--- config.mk ---
export PLATFORM = sky130hd
export DESIGN_NAME = day_10_solver_scheduler
export DESIGN_NICKNAME = d
export VERILOG_FILES = /design/src/rtl/day_10_solver_scheduler.sv
export SDC_FILE = /design/constraint.sdc
export NUM_CORES = 1
export LEC_CHECK = 0
export BUFFER_PORTS_ARGS = -buffer_cell sky130_fd_sc_hd__buf_2
export CORE_AREA = 2 2 192 194
export DETAILED_ROUTE_END_ITERATION = 8
export DIE_AREA = 0 0 194 196
export PLACE_DENSITY_LB_ADDON = 0.3
export SYNTH_ARGS = -nofsm -noshare
export SYNTH_HDL_FRONTEND = slang
export SYNTH_SLANG_ARGS = --single-unit
export TNS_END_PERCENT = 5
--- constraint.sdc ---
create_clock -name clk -period 5.6 [get_ports clk]
set_input_delay 0.56 -clock clk [delete_from_list [all_inputs] [get_ports clk]]
set_output_delay 0.56 -clock clk [all_outputs]
set_load 0.01 [all_outputs]
--- src/rtl/day_10_solver_scheduler.sv ---
// Day 10 machine scheduler: hands machine indices round-robin to a pool of solver
// engines, collects their minimum-press counts and accumulates the 64-bit answer.
module day_10_solver_scheduler #(
  parameter int TOTAL_MACHINES = 3,
  parameter int NUM_ENGINES    = 2,
  parameter int IDX_W          = 8,
  parameter int DATA_WIDTH     = 32
) (
  input  logic                              clk,
  input  logic                              rst,
  input  logic                              start,
  output logic [NUM_ENGINES-1:0]            eng_start,
  output logic [NUM_ENGINES*IDX_W-1:0]      eng_machine,
  input  logic [NUM_ENGINES-1:0]            eng_done,
  input  logic [NUM_ENGINES*DATA_WIDTH-1:0] eng_presses,
  output logic                              busy,
  output logic                              finished,
  output logic [63:0]                       result,
  output logic [15:0]                       unsolved_count,
  output logic [1:0]                        dbg_state
);

  localparam int RR_W = (NUM_ENGINES > 1) ? $clog2(NUM_ENGINES) : 1;
  localparam int NM_W = IDX_W + 1;

  typedef enum logic [1:0] {S_IDLE, S_RUN, S_DRAIN, S_DONE} state_t;

  state_t                         state_q, state_d;
  logic [NM_W-1:0]                next_machine_q, next_machine_d;
  logic [RR_W-1:0]                rr_q, rr_d, rr_pick;
  logic [NUM_ENGINES-1:0]         eng_busy_q, eng_busy_d;
  logic [NUM_ENGINES-1:0]         eng_start_q, eng_start_d;
  logic [NUM_ENGINES*IDX_W-1:0]   eng_machine_q, eng_machine_d;
  logic [63:0]                    result_q, result_d, sum_inc;
  logic [15:0]                    unsolved_q, unsolved_d, unsolved_inc;
  logic [16:0]                    unsolved_sum;
  logic [NUM_ENGINES-1:0]         accepted, pick_oh;
  logic [DATA_WIDTH-1:0]          presses;
  logic                           found;

  always_comb begin
    state_d        = state_q;
    next_machine_d = next_machine_q;
    rr_d           = rr_q;
    eng_machine_d  = eng_machine_q;
    eng_start_d    = '0;

    // A done only counts for an engine we actually launched.
    accepted = '0;
    if (state_q == S_RUN || state_q == S_DRAIN) accepted = eng_done & eng_busy_q;

    sum_inc      = '0;
    unsolved_inc = '0;
    presses      = '0;
    for (int e = 0; e < NUM_ENGINES; e++) begin
      presses = eng_presses[e*DATA_WIDTH +: DATA_WIDTH];
      if (accepted[e]) begin
        if (presses == {DATA_WIDTH{1'b1}}) unsolved_inc = unsolved_inc + 16'd1;
        else                               sum_inc = sum_inc + 64'(presses);
      end
    end
    unsolved_sum = {1'b0, unsolved_q} + {1'b0, unsolved_inc};
    result_d     = result_q + sum_inc;
    unsolved_d   = unsolved_sum[16] ? 16'hFFFF : unsolved_sum[15:0];
    eng_busy_d   = eng_busy_q & ~accepted;

    // First idle engine at or after rr, then wrap to the low indices.
    found   = 1'b0;
    pick_oh = '0;
    rr_pick = '0;
    for (int e = 0; e < NUM_ENGINES; e++) begin
      if (!found && !eng_busy_q[e] && e >= int'(rr_q)) begin
        found      = 1'b1;
        pick_oh[e] = 1'b1;
        rr_pick    = (e == NUM_ENGINES - 1) ? '0 : RR_W'(e + 1);
      end
    end
    for (int e = 0; e < NUM_ENGINES; e++) begin
      if (!found && !eng_busy_q[e]) begin
        found      = 1'b1;
        pick_oh[e] = 1'b1;
        rr_pick    = (e == NUM_ENGINES - 1) ? '0 : RR_W'(e + 1);
      end
    end

    case (state_q)
      S_IDLE, S_DONE: begin
        if (start) begin
          result_d       = '0;
          unsolved_d     = '0;
          next_machine_d = '0;
          rr_d           = '0;
          eng_busy_d     = '0;
          state_d        = S_RUN;
        end
      end
      S_RUN: begin
        if (next_machine_q < NM_W'(TOTAL_MACHINES) && found) begin
          eng_start_d    = pick_oh;
          eng_busy_d     = eng_busy_d | pick_oh;
          next_machine_d = next_machine_q + NM_W'(1);
          rr_d           = rr_pick;
          for (int e = 0; e < NUM_ENGINES; e++) begin
            if (pick_oh[e]) eng_machine_d[e*IDX_W +: IDX_W] = next_machine_q[IDX_W-1:0];
          end
          if (next_machine_q == NM_W'(TOTAL_MACHINES - 1)) state_d = S_DRAIN;
        end
      end
      S_DRAIN: begin
        if (eng_busy_d == '0) state_d = S_DONE;
      end
      default: state_d = S_IDLE;
    endcase
  end

  always_ff @(posedge clk) begin
    if (rst) begin
      state_q        <= S_IDLE;
      next_machine_q <= '0;
      rr_q           <= '0;
      eng_busy_q     <= '0;
      eng_start_q    <= '0;
      eng_machine_q  <= '0;
      result_q       <= '0;
      unsolved_q     <= '0;
    end else begin
      state_q        <= state_d;
      next_machine_q <= next_machine_d;
      rr_q           <= rr_d;
      eng_busy_q     <= eng_busy_d;
      eng_start_q    <= eng_start_d;
      eng_machine_q  <= eng_machine_d;
      result_q       <= result_d;
      unsolved_q     <= unsolved_d;
    end
  end

  assign eng_start      = eng_start_q;
  assign eng_machine    = eng_machine_q;
  assign busy           = (state_q == S_RUN) || (state_q == S_DRAIN);
  assign finished       = (state_q == S_DONE);
  assign result         = result_q;
  assign unsolved_count = unsolved_q;
  assign dbg_state      = state_q;

endmodule

==> flow_summary.yaml <==
run_status:
  status: "complete, but fails checks"
  failed_checks: "negative setup slack"
floorplan:
  initial_utilization: 0.227
  pin_count: 171
  fp.coreArea_um2: 36100
  die-area_um2: 38000
  num_rows: 70
  fp.dieH_um: 196
  chipWidth_um: 194
route:
  vias: 8817
  dr.pass1.iters: 5
  routedWlPerCell_um: 14.9
  drc_errors: 0
  via_per_inst: 4.62
  wirelength_mm: 28.3
  drtIter0Drc: 279
  ant_nets: 0
layout:
  fin_area_um2: 12400
  layout.nets: 1583
  drive_gt1_frac: 0.372
  layout_common_cells: "buf_4, buf_2, nor2_1, dfxtp_1, nand2_1"
  final_common_cell: "buf_4"
  final_cells: 1908
  diodes: 0
  area_growth_pct: 51.8
grt:
  antenna_found_initial: 0
  grt_overflow: 0
  grtUsageTotal: 0.147
  grt_pass1_wl_mm: 45.6
  grt_start_max_net_pins: 61
  grt_pass1_vias: 8790
sta:
  tightestPinTransition_ps: 854
  min_period_over_period: 1.02
  finalSetupViolCount: 27
  finalCriticalPeriod_ps: 5730
  relSlewSlack: 0.431
  finalHoldViolations: 0
  slew_viol_final: 0
  max_freq_mhz: 174
  rsz0062_at_grt: "true"
  skew_ps: 12.7
  setup_ws_ps: -131
place:
  place_area_um2: 11000
  port_buffers: 170
  place_hpwl_mm: 21.9
  gp_congestion: 0.821
  post-place-cells: 1846
clock_network:
  max-clock-path-buffers: 2
  cts-buffers-inserted: 9
  clock_latency_ps: 360
  htree_levels: 3
  postCtsHoldBufs: 0
  cts_tree: "built"
  ctsRootBufferMaster: "clkbuf_16"
  clk_pin_slew_worst_paths_ps: 90
  clock-sinks: 112
synth:
  ys_warn_count: 0
  yosysSeqAreaShare: 0.274
  syn_nets: 1191
  ys_seq_elements: 112
  ys_async_sr_fraction: 0
  syn_area_um2: 8190
  syn_inst: 1043
  synth_area_leaders: "dfxtp_1, ha_1, xor2_1"
  syn_area_per_cell_um2: 7.85
  synth_ff_type: "dfxtp_1"
  yosys.area.top_type: "dfxtp_1"
  synth_edf_count: 0
  netlist.area_leader.share: 0.274
  synth_cell_types: 67
run:
  cap_violations: 0
worst_setup_path:
  worstSetupPathType: "in -> reg"
  required_ps: 5830
  r2r_setup_slack_ps: 50
  end_kind: "flip-flop"
  crit_slowest_cell: "nor4_4"
  critPathLaunchType: "input pin"
  cp.arrival_ps: 5960
  r2r-end: "result[61]"
  reg2reg_from: "dbg_state[0]"
  slowest_delay_ps: 420
  worst_path_most_repeated_cell: "buf_6"
  rr_worst_depth: 27
  crit_fanout: 6
pwr:
  cellPowerDensity_nw_per_um2: 194
  ir_worst_vdd_mv: 0.126
  power.leakage_nw: 5.87
hold_path:
  hold_end: "eng_machine[10]"
  min_from: "eng_machine[10]"
  hold_path_class: "reg -> reg"
  hold_depth: 1
-- worst max-delay path: cells and delay by family --
kind            cells  cell delay [ps]
compound gates     12             2040
xor+xnor            1              150
fa+ha+maj           3              840
buf+inv             4              580
simple gates        8             1760
-- power breakdown --
| group | leakage [nW] | switching (W) | internal, W |
|---|---|---|---|
| clock network | 0.150 | 0.000337 | 0.000360 |
| logic | 4.82 | 0.000468 | 0.000393 |
| registers | 0.903 | 0.0000292 | 0.000825 |
| total | 5.87 | 0.000834 | 0.00158 |
-- flip-flops by register name, summed over array words and instances (netlist names) --
register / cells
result: 64
eng_machine: 16
unsolved_count: 16
next_machine_q: 9
dbg_state: 2
eng_busy_q: 2
eng_start: 2
rr_q: 1
-- cells by family after synthesis --
logic type	Yosys count	synth area share
AO/OA/AOI/OAI	276	0.219
multiplexers	7	0.00902
XOR/XNOR	94	0.101
adder cells (fa/ha/maj)	79	0.123
buffers and inverters	67	0.0313
AND/OR/NAND/NOR	408	0.243
flip-flops	112	0.274
-- per-layer routing --
metal  GRT usage  vias up  share of wire
met4      0.0466        0          0.020
met3      0.0213       20          0.040
met5           0        -              0
met2       0.243      172           0.46
met1       0.197     4095           0.48
li1            -     4530              -
-- layout make-up --
class / count / area, µm²
repair buffers: 415 / 2830
fillers: 3845 / 23700
flip-flops and latches: 112 / 2240
well taps: 468 / 586
inverters: 32 / 120
multi-input cells: 865 / 6340
clock buffers: 10 / 229
clock inverters: 6 / 85.1
-- per-stage QoR --
step	hold WS, ps	setup slack [ps]	utilization	setup TNS (ps)	power, W
6_report	458	-131	0.344	-1530	0.00241
5_1_grt	477	-390	0.344	-9520	0.00258
4_1_cts	463	-72.3	0.338	-279	0.00241
3_5_place_dp	438	-1040	0.306	-38450	0.00162
3_3_place_gp	439	-1010	0.306	-36340	0.00161
2_1_floorplan	428	0.813	-	0	0.00130
-- repair_timing --
| action | 4_1_cts | 5_1_grt |
|---|---|---|
| buffers inserted | 30 | 13 |
| setup endpoints to repair | 46 | 42 |
| pin swaps | 56 | 27 |
| gates cloned | 4 | 0 |
| resized for setup | 106 | 28 |
-- worst max-delay path by stage --
stage | from | cells past startpoint | end | slack (ps)
6_report | eng_presses[17] | 28 | result[61] | -130
5_1_grt | eng_presses[17] | 31 | result[61] | -390
4_1_cts | eng_presses[17] | 30 | result[55] | -70
3_5_place_dp | eng_presses[20] | 28 | result[56] | -1040
3_3_place_gp | eng_presses[20] | 28 | result[55] | -1010
2_1_floorplan | dbg_state[0] | 28 | result[55] | 0.8
-- synth_stat cells (3+ instances only) --
library cell	count
buf_2	4
nand3_1	27
nor2b_1	4
a211o_1	5
inv_1	32
o211ai_1	7
xor2_1	56
a41oi_1	5
a31oi_1	12
o21ai_1	6
nor2_1	122
xnor2_1	38
o21bai_1	11
nor3b_1	3
o31ai_1	4
nand2b_1	8
or3_1	9
o31a_1	3
nor3_1	15
and4_1	8
and3_1	15
o21ai_0	52
mux2i_1	4
clkbuf_1	30
o21a_1	6
a31o_2	3
ha_1	76
and2_1	47
mux2_2	3
dfxtp_1	112
nand4_1	36
fa_1	3
a21o_1	35
a211oi_1	10
nand2_1	100
nor4_1	7
a21oi_1	88
Note: power is estimated with default switching activity, not from simulation.
